File: config.mk
export PLATFORM = sky130hd
export DESIGN_NAME = inst_fetch_axi
export DESIGN_NICKNAME = d
export VERILOG_FILES = /design/src/rtl/inst_fetch_axi.sv
export SDC_FILE = /design/constraint.sdc
export NUM_CORES = 1
export LEC_CHECK = 0
export ABC_AREA = 1
export BUFFER_PORTS_ARGS = -buffer_cell sky130_fd_sc_hd__buf_2
export CAP_MARGIN = 0
export CELL_PAD_IN_SITES_DETAIL_PLACEMENT = 0
export CELL_PAD_IN_SITES_GLOBAL_PLACEMENT = 1
export CORE_MARGIN = 8
export CORE_UTILIZATION = 34
export CTS_CLUSTER_DIAMETER = 120
export DETAILED_ROUTE_END_ITERATION = 12
export PLACE_DENSITY = 0.93
export SLEW_MARGIN = 30
export SYNTH_ARGS = -nofsm -noshare
export SYNTH_HDL_FRONTEND = slang
export SYNTH_SLANG_ARGS = --single-unit
File: constraint.sdc
create_clock -name clk -period 4.1 [get_ports clk]
set_clock_uncertainty 0.15 [all_clocks]
set_input_delay 0.615 -clock clk [delete_from_list [all_inputs] [get_ports clk]]
set_output_delay 0.615 -clock clk [all_outputs]
set_load 0.03 [all_outputs]
File: src/rtl/inst_fetch_axi.sv
// rtl/inst_fetch_axi.sv - AXI-Lite read initiator for instruction fetch (optional: FETCH_ALIGN_CHECK_EN)
module inst_fetch_axi #(
  parameter int unsigned ADDR_WIDTH = 32,
  parameter int unsigned DATA_WIDTH = 32,
  parameter logic [2:0]  ARPROT_VAL = 3'b100
) (
  input  logic                  clk,
  input  logic                  rst_n,
  input  logic                  fetch_req,
  input  logic [ADDR_WIDTH-1:0] pc,
  input  logic                  flush,
  output logic [DATA_WIDTH-1:0] inst,
  output logic                  inst_valid,
  output logic                  stall_req,
  output logic                  bus_err,
  output logic [ADDR_WIDTH-1:0] araddr,
  output logic [2:0]            arprot,
  output logic                  arvalid,
  input  logic                  arready,
  input  logic [DATA_WIDTH-1:0] rdata,
  input  logic [1:0]            rresp,
  input  logic                  rvalid,
  output logic                  rready
);

  typedef enum logic [1:0] {
    S_IDLE    = 2'd0,
    S_ADDR    = 2'd1,
    S_DATA    = 2'd2,
    S_DISCARD = 2'd3
  } state_t;

  state_t state;
  state_t state_nxt;

  // A flush seen while the address is still waiting for arready; the
  // read must still complete on the bus, so its data is later dropped.
  logic flush_pend;
  logic accept;
  logic misaligned;
  logic drop_addr;

`ifdef FETCH_ALIGN_CHECK_EN
  assign misaligned = |pc[1:0];
`else
  assign misaligned = 1'b0;
`endif

  // The cycle carrying inst_valid still sees the same fetch_req, so it is
  // not taken as a new request; the next request lands one cycle later.
  assign accept    = (state == S_IDLE) & fetch_req & ~flush & ~inst_valid;
  assign drop_addr = flush | flush_pend;
  assign arprot    = ARPROT_VAL;
  assign stall_req = (fetch_req & ~inst_valid & ~flush) | (state != S_IDLE);

  // State register
  always_ff @(posedge clk or negedge rst_n) begin
    if (!rst_n) begin
      state <= S_IDLE;
    end else begin
      state <= state_nxt;
    end
  end

  // Next-state decode
  always_comb begin
    state_nxt = state;
    case (state)
      S_IDLE: begin
        if (accept && !misaligned) begin
          state_nxt = S_ADDR;
        end
      end
      S_ADDR: begin
        if (arready) begin
          state_nxt = drop_addr ? S_DISCARD : S_DATA;
        end
      end
      S_DATA: begin
        if (rvalid) begin
          state_nxt = S_IDLE;
        end else if (flush) begin
          state_nxt = S_DISCARD;
        end
      end
      S_DISCARD: begin
        if (rvalid) begin
          state_nxt = S_IDLE;
        end
      end
      default: state_nxt = S_IDLE;
    endcase
  end

  // AXI handshake outputs decoded from state
  always_comb begin
    arvalid = 1'b0;
    rready  = 1'b0;
    case (state)
      S_ADDR:    arvalid = 1'b1;
      S_DATA:    rready  = 1'b1;
      S_DISCARD: rready  = 1'b1;
      default: begin
        arvalid = 1'b0;
        rready  = 1'b0;
      end
    endcase
  end

  // Pending-flush flag, only meaningful while the address phase is open
  always_ff @(posedge clk or negedge rst_n) begin
    if (!rst_n) begin
      flush_pend <= 1'b0;
    end else if (state == S_ADDR) begin
      if (arready) begin
        flush_pend <= 1'b0;
      end else if (flush) begin
        flush_pend <= 1'b1;
      end
    end else begin
      flush_pend <= 1'b0;
    end
  end

  // Address latch: captured once on acceptance, stable through ADDR
  always_ff @(posedge clk or negedge rst_n) begin
    if (!rst_n) begin
      araddr <= '0;
    end else if (accept && !misaligned) begin
      araddr <= pc;
    end
  end

  // Instruction delivery: inst is held between pulses, errors deliver a NOP
  always_ff @(posedge clk or negedge rst_n) begin
    if (!rst_n) begin
      inst       <= '0;
      inst_valid <= 1'b0;
      bus_err    <= 1'b0;
    end else begin
      inst_valid <= 1'b0;
      bus_err    <= 1'b0;
      if (accept && misaligned) begin
        inst       <= '0;
        inst_valid <= 1'b1;
        bus_err    <= 1'b1;
      end else if (state == S_DATA && rvalid && !flush) begin
        inst_valid <= 1'b1;
        if (rresp == 2'b00) begin
          inst <= rdata;
        end else begin
          inst    <= '0;
          bus_err <= 1'b1;
        end
      end
    end
  end

endmodule

# Yosys cells after proc, flatten, opt, wreduce, memory -nomap -nowiden
# Index checks and enable logic that the tools add are counted.
classes:
  n_eq_ne: 8
  n_reduce_logical: 8
  n_mux: 16
  bitwise: 9
op_table:
  columns: ["op", "n"]
  rows:
  - ["32-bit 2-to-1 mux", 1]
  - ["2-bit 2-to-1 mux", 5]
  - ["1-bit 2-to-1 mux", 9]
  - ["2-bit one-hot mux with 4 select lines", 1]
  - ["2-bit inequality test (second input constant)", 3]
  - ["3-bit inequality test (second input constant)", 2]
  - ["1-bit bitwise AND", 5]
  - ["2-bit equality test (second input constant)", 2]
  - ["2-bit zero test", 2]
  - ["4-bit AND reduction", 1]
  - ["2-bit by 1-bit equality test with 1-bit output (second input constant)", 1]
  - ["1-bit logical AND", 2]
  - ["1-bit NOT", 2]
  - ["1-bit OR", 2]
  - ["2-bit nonzero test", 1]
  - ["2-bit OR reduction", 1]
  - ["1-bit zero test", 1]
word_totals:
  inputBits: 72
  ff_bits: 69

# Depth between registers and ports, before layout
depth:
  word_depth: 6
  ltp_mapped: 7
  ltp_nobuf: 7

# Least setup slack after synthesis
# Ideal clock, no wire load.
synth_timing:
  path_type: "in2out"
  startpoint: "input port flush"
  endpoint: "output port stall_req"
  path_stages: 3
  path_buffers: 0
  t_arrival_ps: 1018
  setup_slack_ps: 2317
  cell_sequence: "inv_1 > nand3_1 > nand2_1"
synth_between:
  elab_chain_len: 3
synth_lines:
  columns: ["element", "line_no", "source"]
  rows:
  - ["from (decl)", "11", "input logic flush,"]
  - ["1-bit NOT", "54", "assign stall_req = (fetch_req & ~inst_valid & ~flush) | (state != S_IDLE);"]
  - ["1-bit bitwise AND", "54", null]
  - ["1-bit OR", "54", null]
  - ["to (decl)", "14", "output logic stall_req,"]
# Every way passes these cells.

# Final worst setup path
layout_timing:
  startpoint: "register state[0]"
  endpoint: "output port stall_req"
layout_between:
  elab_chain_len: 2
layout_lines:
  columns: ["element", "line_no", "source"]
  rows:
  - ["from (decl)", "33", "state_t state;"]
  - ["from (signal assigned)", "61", "state <= state_nxt;"]
  - ["2-bit nonzero test", "54", null]
  - ["1-bit OR", "54", null]
# Every way passes these cells.

==> results.sh <==
export IMPL_finalPower_mw=3.34
export IMPL_final_hold_violation_count=0
export IMPL_fin_crit_ns=2.05
export IMPL_synth_top_family_by_area="simple AND/OR/NAND/NOR gates"
export IMPL_syn_to_final_growth_pct=35.0
export IMPL_worst_ir_drop_vdd_v=0.000317
export IMPL_startpoint_type="flop"
export IMPL_route_vias_total=2464
export IMPL_syn_area_sq_um=2840
export IMPL_cts_hold_buffers=0
export IMPL_hold_class="input pin to async pin"
export IMPL_drive_above_1_share=0.371
export IMPL_slew_headroom=0.567
export IMPL_coreArea_sq_um=8180
export IMPL_root_buffer="clkbuf_8"
export IMPL_routed_wl_mm=7.23
export IMPL_drv_cap=0
export IMPL_setup_viol=0
export IMPL_dp_hpwl_mm=5.52
export IMPL_n_antenna_cell=0
export IMPL_grt_use_total=0.127
export IMPL_antenna_found_initial=0
export IMPL_cts_buffer_depth=2
export IMPL_postCtsResizedCells=0
export IMPL_fmax_mhz=487
export IMPL_place_area_sq_um=3600
export IMPL_drtAntennaViolNets=0
export IMPL_cts_sinks=69
export IMPL_yosys_area_share_simple=0.176
export IMPL_finalMaxSlewViolations=0
export IMPL_syn_inst=321
export IMPL_grt_setup_unrepaired="false"
export IMPL_die_height_um=107
export IMPL_post_cts_buffers=0
export IMPL_yosysTopAreaCellShare=0.607
export IMPL_avgSynthCellArea_sq_um=8.86
export IMPL_ys_warnings_count=0
export IMPL_drc=0
export IMPL_ios=144
export IMPL_grt_remaining_overflow=0
export IMPL_synthTopCellsByArea="dfrtp_1, nand2_1, o21ai_0"
export IMPL_crit_fanout=8
export IMPL_initial_core_util=0.348
export IMPL_ys_seq_elements=69
export IMPL_cts_buffers_inserted=9
export IMPL_path_clk_slew_ns=0.08
export IMPL_p_per_area_nw_per_um2=869
export IMPL_synthAdderAreaFrac=0
export IMPL_design_area_sq_um=3840
export IMPL_synth_largest_area_cell="dfrtp_1"
export IMPL_critPathCaptureType="primary output"
export IMPL_synth_cell_types=18
export IMPL_drt_iter0_drc=74
export IMPL_wire_per_inst_um=12.8
export IMPL_final_nets=528
export IMPL_die_x_um=107
export IMPL_synth_xor_area_frac=0
export IMPL_h_tree_depth=3
export IMPL_critical_path_class="flop to primary output"
export IMPL_grt_max_degree=65
export IMPL_min_period_over_period=0.501
export IMPL_place_gp_congestion=0.785
export IMPL_dr_pass1_iters=4
export IMPL_io_buffers=140
export IMPL_worst_slew_pin_slew_ns=0.649
export IMPL_cts_tree="done"
export IMPL_whs_ns=0.153
export IMPL_status="finished clean"
export IMPL_grt_pass1_vias=2546
export IMPL_clk_insertion_delay_late_ns=0.33
export IMPL_fin_tns_setup_ns=0
export IMPL_leakage_nw=2.12
export IMPL_synth_compound_area_frac=0.122
export IMPL_synthMuxAreaShare=0
export IMPL_required_ns=3.34
export IMPL_vias_per_cell=4.35
export IMPL_worst_ep_arrival_time_ns=1.29
export IMPL_dieArea_sq_um=11500
export IMPL_yosysSeqAreaShare=0.607
export IMPL_grt_pass1_wl_mm=11.8
export IMPL_rows=33
==> sequential cells by signal (all words and copies together) (netlist names) <==
signal / cells
flush_pend: 1
inst: 32
bus_err: 1
state: 2
inst_valid: 1
araddr: 32
==> cell type report <==
class / instances / area [sq um]
sequential: 69 / 1730
multi-input combinational: 193 / 867
tap: 105 / 131
timing repair buffer: 144 / 733
inverter: 39 / 146
clock inverter: 5 / 81.3
fill: 816 / 4340
clock buffer: 11 / 151
==> power by group <==
group          total [mW]  switching [mW]  internal (mW)
combinational        1.52            1.09          0.431
clock               0.634           0.257          0.377
sequential           1.18           0.183           1.00
==> stage by stage <==
stage,utilization,std cells,setup slack (ns)
floorplan,-,322,2.32
global placement,0.441,550,2.08
detailed placement,0.441,550,2.01
CTS,0.469,566,2.03
global route,0.469,566,1.96
finish,0.469,566,2.05
==> critical path, cell delays in order (launching register included) <==
cell,delay [ns]
dfrtp_1,0.49
nor2_2,0.16
nand2_1,0.11
buf_2,0.19
==> path summary, 6_finish.rpt <==
path	start	end	slack, ns	cells past startpoint
worst min-delay path	rst_n	bus_err	0.15	1
min in group clk	araddr[22]	araddr[22]	0.33	2
max in group asynchronous	rst_n	inst[12]	2.94	2
worst min register to register	araddr[22]	araddr[22]	0.33	2
worst max-delay path	state[0]	stall_req	2.05	3
worst max register to register	state[1]	inst[19]	2.19	5
==> cell usage in the layout (no fill, tap or decap) <==
cell type / netlist / layout
nor2_2: 1 / 2
nor3_4: 0 / 1
a21oi_2: 7 / 7
clkbuf_8: 0 / 11
o21ai_0: 31 / 31
buf_2: 5 / 139
dfrtp_1: 69 / 69
nand2_1: 77 / 77
inv_6: 0 / 1
nand4_2: 1 / 1
clkinvlp_4: 0 / 1
nor2_1: 39 / 38
conb_1: 2 / 3
buf_4: 6 / 5
nand3_1: 6 / 6
a21oi_1: 25 / 25
o21ai_1: 1 / 1
inv_1: 39 / 39
nor4_1: 1 / 1
bufinv_16: 0 / 2
clkinv_2: 0 / 1
==> metal layers <==
metal  vias up  GRT usage  share of wire
met2       100      0.206           0.47
li1       1253          -              -
met1      1103      0.142           0.41
met4         0     0.0565          0.013
met3         8     0.0557           0.11
met5         -          0              0
==> cell usage after synthesis <==
library cell   n
a21oi_1       25
a21oi_2        7
buf_2          5
buf_4          6
buf_6          1
clkbuf_1       9
conb_1         2
dfrtp_1       69
inv_1         39
nand2_1       77
nand3_1        6
nand4_2        1
nor2_1        39
nor2_2         1
nor3_2         1
nor4_1         1
o21ai_0       31
o21ai_1        1
==> cell families (layout without fill, tap and decap cells) <==
logic type / count (synthesis) / in the layout
AOI/OAI and AO/OA: 64 / 64
buffers and inverters: 60 / 199
other: 2 / 3
and+or+nand+nor: 126 / 126
DFF: 69 / 69
(Power assumes the default switching activity.)
